File: src/rtl/neuron_seq.sv
// neuron_seq: single-neuron sequencer. One signed DW x DW multiply-accumulate
// unit is time-shared across N_INPUTS input/weight pairs. The result is bias
// plus the dot product, with optional ReLU, and is returned over valid/ready.
// Weights live in a local register file that can only be written while idle.
module neuron_seq #(
  parameter int N_INPUTS = 4,
  parameter int DW       = 8,
  parameter int AW       = 16
) (
  input  logic                        clk,
  input  logic                        rst,
  input  logic                        cfg_we,
  input  logic [$clog2(N_INPUTS)-1:0] cfg_addr,
  input  logic [DW-1:0]               cfg_wdata,
  input  logic                        start,
  input  logic [AW-1:0]               bias,
  input  logic                        relu_en,
  input  logic                        in_valid,
  output logic                        in_ready,
  input  logic [DW-1:0]               in_data,
  output logic                        out_valid,
  input  logic                        out_ready,
  output logic [AW-1:0]               out_data,
  output logic                        busy
);

  localparam int IW = $clog2(N_INPUTS);
  localparam logic [IW-1:0] LAST_IDX = IW'(N_INPUTS - 1);

  typedef enum logic [1:0] {
    IDLE  = 2'd0,
    ACCUM = 2'd1,
    DONE  = 2'd2
  } state_t;

  state_t          state_q;
  logic [AW-1:0]   acc_q;
  logic [IW-1:0]   idx_q;
  logic            relu_q;
  logic [AW-1:0]   out_data_q;
  logic            in_ready_q;
  logic            out_valid_q;
  logic            busy_q;
  logic [DW-1:0]   w_q [N_INPUTS];

  logic [AW-1:0]   prod_d;
  logic [AW-1:0]   sum_d;
  logic [AW-1:0]   result_d;
  logic            cfg_in_range;

  // MAC datapath: full-width signed product, accumulator wraps modulo 2^AW.
  always_comb begin
    // NOTE: every always_comb output gets a default first so no path can
    // leave it unassigned and infer a latch.
    prod_d       = '0;
    sum_d        = '0;
    result_d     = '0;
    cfg_in_range = 1'b0;
    prod_d       = AW'($signed(in_data)) * AW'($signed(w_q[idx_q]));
    sum_d        = acc_q + prod_d;
    result_d     = (relu_q && sum_d[AW-1]) ? '0 : sum_d;
    cfg_in_range = (int'(cfg_addr) < N_INPUTS);
  end

  // Sequencer FSM with registered handshake outputs and the weight file.
  // NOTE: state is updated with non-blocking assignments so every register
  // samples pre-edge values regardless of statement order.
  always_ff @(posedge clk or posedge rst) begin
    if (rst) begin
      state_q     <= IDLE;
      acc_q       <= '0;
      idx_q       <= '0;
      relu_q      <= 1'b0;
      out_data_q  <= '0;
      in_ready_q  <= 1'b0;
      out_valid_q <= 1'b0;
      busy_q      <= 1'b0;
      // NOTE: the weight file is small and must read as zero after reset,
      // so it is reset like any other register rather than left as a RAM.
      for (int i = 0; i < N_INPUTS; i++) begin
        w_q[i] <= '0;
      end
    end else begin
      case (state_q)
        IDLE: begin
          if (cfg_we && cfg_in_range) begin
            w_q[cfg_addr] <= cfg_wdata;
          end
          if (start) begin
            acc_q      <= bias;
            relu_q     <= relu_en;
            idx_q      <= '0;
            state_q    <= ACCUM;
            in_ready_q <= 1'b1;
            busy_q     <= 1'b1;
          end
        end
        ACCUM: begin
          if (in_valid && in_ready_q) begin
            acc_q <= sum_d;
            if (idx_q == LAST_IDX) begin
              idx_q       <= '0;
              out_data_q  <= result_d;
              in_ready_q  <= 1'b0;
              out_valid_q <= 1'b1;
              state_q     <= DONE;
            end else begin
              idx_q <= idx_q + IW'(1);
            end
          end
        end
        DONE: begin
          if (out_ready) begin
            out_valid_q <= 1'b0;
            busy_q      <= 1'b0;
            state_q     <= IDLE;
          end
        end
        default: begin
          state_q     <= IDLE;
          in_ready_q  <= 1'b0;
          out_valid_q <= 1'b0;
          busy_q      <= 1'b0;
        end
      endcase
    end
  end

  assign in_ready  = in_ready_q;
  assign out_valid = out_valid_q;
  assign out_data  = out_data_q;
  assign busy      = busy_q;

endmodule

File: config.mk
export PLATFORM = sky130hd
export DESIGN_NAME = neuron_seq
export DESIGN_NICKNAME = d
export VERILOG_FILES = /design/src/rtl/neuron_seq.sv
export SDC_FILE = /design/constraint.sdc
export NUM_CORES = 1
export LEC_CHECK = 0
export ABC_AREA = 1
export CORE_MARGIN = 5
export CORE_UTILIZATION = 40
export DETAILED_ROUTE_END_ITERATION = 10
export HOLD_SLACK_MARGIN = 0.05
export MAX_ROUTING_LAYER = met4
export PLACE_DENSITY = 0.62
export SLEW_MARGIN = 40
export SYNTH_ARGS = -nofsm -noshare
export SYNTH_HDL_FRONTEND = slang
export SYNTH_SLANG_ARGS = --single-unit
File: constraint.sdc
create_clock -name clk -period 7.2 [get_ports clk]
set_clock_uncertainty 0.2 [all_clocks]
set_input_delay 1.44 -clock clk [delete_from_list [all_inputs] [get_ports clk]]
set_output_delay 1.44 -clock clk [all_outputs]
set_load 0.05 [all_outputs]
==> results of run 1 <==
[how the worst max path moves through the flow]
stage | endpoint | slack, ps | cells past startpoint
floorplan | out_data[3]$_DFFE_PP0P_ | 950 | 20
global placement | out_data[14]$_DFFE_PP0P_ | 560 | 19
detailed placement | out_data[12]$_DFFE_PP0P_ | 510 | 20
CTS | out_data[12]$_DFFE_PP0P_ | 850 | 20
global route | out_data[5]$_DFFE_PP0P_ | 520 | 20
finish | out_data[5]$_DFFE_PP0P_ | 830 | 20
[logic make-up (layout without fill, tap and decap cells)]
| group | after synthesis | after routing |
|---|---|---|
| buf+inv | 146 | 210 |
| compound gates | 80 | 80 |
| xor+xnor | 11 | 11 |
| simple gates | 334 | 334 |
| fa+ha+maj | 109 | 109 |
| flops | 72 | 72 |
[area by class of cell]
| type | count | area, µm² | share of cell area |
|---|---|---|---|
| clock buffer | 9 | 225 | 0.0307 |
| inverter | 130 | 488 | 0.0666 |
| multi-input combinational | 534 | 3820 | 0.521 |
| timing repair buffer | 64 | 632 | 0.0862 |
| clock inverter | 7 | 128 | 0.0174 |
| tap | 188 | 235 | 0.0321 |
| sequential | 72 | 1800 | 0.246 |
[through the flow]
stage / area, µm² / hold slack [ps]
after detailed placement: 6970 / 265
after floorplan: 6180 / 253
after global placement: 6960 / 267
after global routing: 7330 / 305
after CTS: 7320 / 289
final: 7330 / 286
[critical path: stages]
cell and delay, ps:
clkdlybuf4s50_1 570, inv_1 120, nor2_1 150, inv_1 70, fa_1 470, inv_1 50
fa_1 520, fa_1 460, fa_1 550, fa_1 500, ha_1 380, nand2_1 80
nor2_1 140, nand3_1 90, nand3_1 110, inv_1 60, nand2_2 80, nand3_2 300
nand3_1 180, nand2_1 70
[synthesized netlist by cell type (5+ instances only)]
cell type  number
nand2_1       205
inv_1         121
dfrtp_1        72
fa_1           71
nor2_1         67
o21ai_0        53
nand3_1        44
ha_1           38
a21oi_1        12
clkbuf_1        8
a31oi_1         7
inv_2           7
xor2_1          7
nand3_2         6
buf_2           5
[flip-flops by register name (all words and copies together) (netlist names)]
signal / cells
acc_q: 16
busy: 1
idx_q: 2
in_ready: 1
out_data: 16
out_valid: 1
relu_q: 1
state_q: 2
w_q: 32
[per-layer routing]
metal,GRT usage,up-vias,wire (µm)
met5,-,-,0
met4,0.0628,0,275
met3,0.0293,21,619
met2,0.249,129,6160
met1,0.253,2269,7380
li1,-,2433,-
==> reports/metrics.yaml, run 1 <==
die:
  initial_core_util: 0.406
  pin_count: 60
  rows: 45
  die_w_um: 134
  die_area_um2: 18000
  die_y_um: 134
  core_area_um2: 15200
grt:
  grt_remaining_overflow: 0
  grt_max_degree: 73
  grt_pass1_wl_mm: 24.6
  grt_util_all_layers: 0.175
  grt_pass1_vias: 4911
  antenna_found_initial: 0
route:
  vias_per_cell: 4.83
  wl_per_cell_um: 14.4
  drc: 0
  vias: 4852
  drtAntennaViolNets: 0
  drt_wl_total_mm: 14.4
  firstDrtPassIters: 5
  drt_iter0_drc: 279
logic_synthesis:
  synthMuxAreaShare: 0
  synth_ff_type: "dfrtp_1"
  synth_compound_area_frac: 0.0689
  yosys.area_share.adder: 0.307
  synth_nets: 902
  synthArstFlopShare: 1.00
  yosys.area_share.simple: 0.223
  synth.top_cell.area_share: 0.292
  synth_top_family_by_area: "adder cells"
  ys_types: 33
  synth_xor_area_frac: 0.0168
  synth_area_leader_cell: "dfrtp_1"
  synth-seq-area-share: 0.292
  yosys-top-cells-area: "dfrtp_1 (29%), fa_1 (23%), nand2_1 (12%), ha_1 (7.7%), inv_1 (7.4%)"
  syn_avg_cell_area_um2: 8.21
  syn_area_um2: 6180
  synth-edff-count: 0
  yosys_warnings: 0
  synth_seq_cells: 72
  syn-instance-count: 752
min_path:
  hold_path.class: "reg2reg"
  min_path_cells: 2
  whs_endpoint: "w_q[31]$_DFFE_PP0P_"
  min_from: "w_q[31]$_DFFE_PP0P_"
clock_network:
  cts-resized-gates: 0
  hold_buffers: 0
  clock-sinks: 72
  post-cts-setup-buffers: 0
  cts_tree: "built"
  htreeDepth: 3
  clk_pin_slew_worst_paths_ps: 60
  clk_latency_ps: 350
  cts-root-buf: "clkbuf_16"
  cts_buffers: 9
  clockBufferDepth: 2
timing:
  period_minus_slack_ps: 6370
  worstMarginPinSlew_ps: 679
  setup_viol: 0
  tns_ps: 0
  fmax_ghz: 0.157
  rsz0062_at_grt: "false"
  slew_violations: 0
  period_share: 0.885
  finalWorstSetupSlack_ps: 825
  hold_viol: 0
  max_slew_margin: 0.548
setup_path:
  timing.rr.end: "out_data[5]$_DFFE_PP0P_"
  cp_data_arrival_time_ps: 6400
  startpoint_type: "input pin"
  reg2reg_depth: 21
  crit_type: "in2reg"
  reg2reg_setup_slack_ps: 940
  r2r_start: "idx_q[1]$_DFFE_PP0P_"
  crit_start: "in_data[7]"
  cp-end-kind: "register"
  worst-path-max-fanout: 15
  worstPathRequired_ps: 7230
placement:
  hpwl_mm: 11.3
  io_buffer_count: 59
  place_congestion: 0.860
  dp_worst_setup_slack_ps: 511
  place_inst: 988
finish:
  final_cell_mix: "nand2_1 (205), inv_1 (120), dfrtp_1 (72)"
  area_growth_pct: 18.7
  final_util: 0.482
  fillers: 1482
  layout_commonest_cell: "nand2_1"
  final_cells: 1004
  antenna_cells: 0
  drive_above_1_share: 0.0551
  nets: 961
run:
  cap_violations: 0
status:
  status: "complete, no violations"
Power of run 1 is left out: the tool's default activity adds up to more than one toggle a clock period on the data nets, which glitch-free logic cannot reach.
==> run 2: changes to the inputs <==
Clock period 7.2 ns to 6.97 ns, I/O delays scaled along.
==> reports/metrics.yaml, run 2 (synthesis gave the netlist of run 1 again) <==
timing:
  max_slew_margin: 0.540
  period_share: 0.909
  worstMarginPinSlew_ps: 687
  fmax_ghz: 0.158
  period_minus_slack_ps: 6330
  hold_viol: 0
  tns_ps: 0
  setup_viol: 0
  rsz0062_at_grt: "false"
  slew_violations: 0
setup_path:
  path_cells: "clkdlybuf4s50_1 -> inv_1 -> nor2_1 -> inv_1 -> fa_1 -> inv_1 -> fa_1 -> fa_1 -> fa_1 -> fa_1 -> ha_1 -> nand2_1 -> nor2_1 -> nand3_1 -> nand3_1 -> inv_1 -> nand2_2 -> nand3_2 -> nand3_1 -> nand2_1"
  cp_slowest_cell: "clkdlybuf4s50_1"
  crit_type: "in2reg"
  startpoint_type: "input pin"
  cpPeakStageDelay_ps: 580
  worst-path-max-fanout: 15
  cp-end-kind: "register"
  worstPathRequired_ps: 6990
  cpMostUsedCell: "fa_1"
  cp_data_arrival_time_ps: 6360
die:
  initial_core_util: 0.406
  die_y_um: 134
  pin_count: 60
  rows: 45
  core_area_um2: 15200
  die_w_um: 134
  die_area_um2: 18000
finish:
  top_register: "w_q"
  area_growth_pct: 18.1
  multiInputGateArea_um2: 3820
  drive_above_1_share: 0.0563
  nets: 963
  fillers: 1474
  antenna_cells: 0
  layout_commonest_cell: "nand2_1"
  regArea_um2: 1800
  largest_register_ffs: 32
  final_cell_mix: "nand2_1 (205), inv_1 (120), dfrtp_1 (72)"
clock_network:
  htreeDepth: 3
  cts-root-buf: "clkbuf_16"
  cts-resized-gates: 0
  clk_latency_ps: 340
  clock-sinks: 72
  hold_buffers: 0
  cts_buffers: 9
  post-cts-setup-buffers: 0
  clk_pin_slew_worst_paths_ps: 60
  clockBufferDepth: 2
  cts_tree: "built"
grt:
  antenna_found_initial: 0
  grt_max_degree: 73
  grt_pass1_vias: 5022
  grt_remaining_overflow: 0
  grt_util_all_layers: 0.176
  grt_pass1_wl_mm: 24.9
placement:
  place_congestion: 0.862
  io_buffer_count: 59
  hpwl_mm: 11.3
run:
  cap_violations: 0
status:
  status: "complete, no violations"
route:
  vias_per_cell: 4.82
  drt_iter0_drc: 244
  drc: 0
  drtAntennaViolNets: 0
  vias: 4843
  wl_per_cell_um: 14.1
  firstDrtPassIters: 5
  drt_wl_total_mm: 14.2
min_path:
  hold_path.class: "reg2reg"
[run 2: layout make-up]
type,instances,area share
timing repair buffer,66,0.0886
inverter,130,0.0669
sequential,72,0.247
clock inverter,4,0.00737
clock buffer,11,0.0346
multi-input combinational,534,0.523
tap,188,0.0322
[run 2: worst paths after layout]
| path | depth (start not counted) | end | start | slack [ps] |
|---|---|---|---|---|
| max | 20 | out_data[4]$_DFFE_PP0P_ | in_data[7] | 640 |
| min | 2 | out_data[10]$_DFFE_PP0P_ | out_data[10]$_DFFE_PP0P_ | 280 |
| max reg2reg | 21 | out_data[4]$_DFFE_PP0P_ | idx_q[1]$_DFFE_PP0P_ | 910 |
| min reg2reg | 2 | out_data[10]$_DFFE_PP0P_ | out_data[10]$_DFFE_PP0P_ | 280 |
| max in group asynchronous | 3 | w_q[14]$_DFFE_PP0P_ | rst | 4780 |
| min in group asynchronous | 3 | w_q[8]$_DFFE_PP0P_ | rst | 1340 |
[run 2: stage by stage]
| step | cells | setup slack [ps] | instance area (µm²) | utilization | hold slack [ps] |
|---|---|---|---|---|---|
| floorplan | 752 | 762 | 6180 | - | 253 |
| global placement | 990 | 354 | 6970 | 0.459 | 267 |
| detailed placement | 990 | 302 | 6990 | 0.460 | 265 |
| CTS | 1005 | 654 | 7300 | 0.480 | 287 |
| global route | 1005 | 348 | 7300 | 0.480 | 298 |
| finish | 1005 | 636 | 7300 | 0.480 | 285 |
[run 2: critical path: cells and delay by family]
family | cells | cell delay [ps]
adder cells (fa/ha/maj) | 6 | 2850
buffers and inverters | 5 | 880
AND/OR/NAND/NOR | 9 | 1200
[run 2: metal layers]
| metal | vias up | share of wire | track usage |
|---|---|---|---|
| li1 | 2431 | - | - |
| met1 | 2292 | 0.54 | 0.262 |
| met2 | 106 | 0.42 | 0.251 |
| met3 | 14 | 0.032 | 0.0300 |
| met4 | 0 | 0.012 | 0.0413 |
| met5 | - | 0 | - |
Power of run 2 is left out for the same reason.
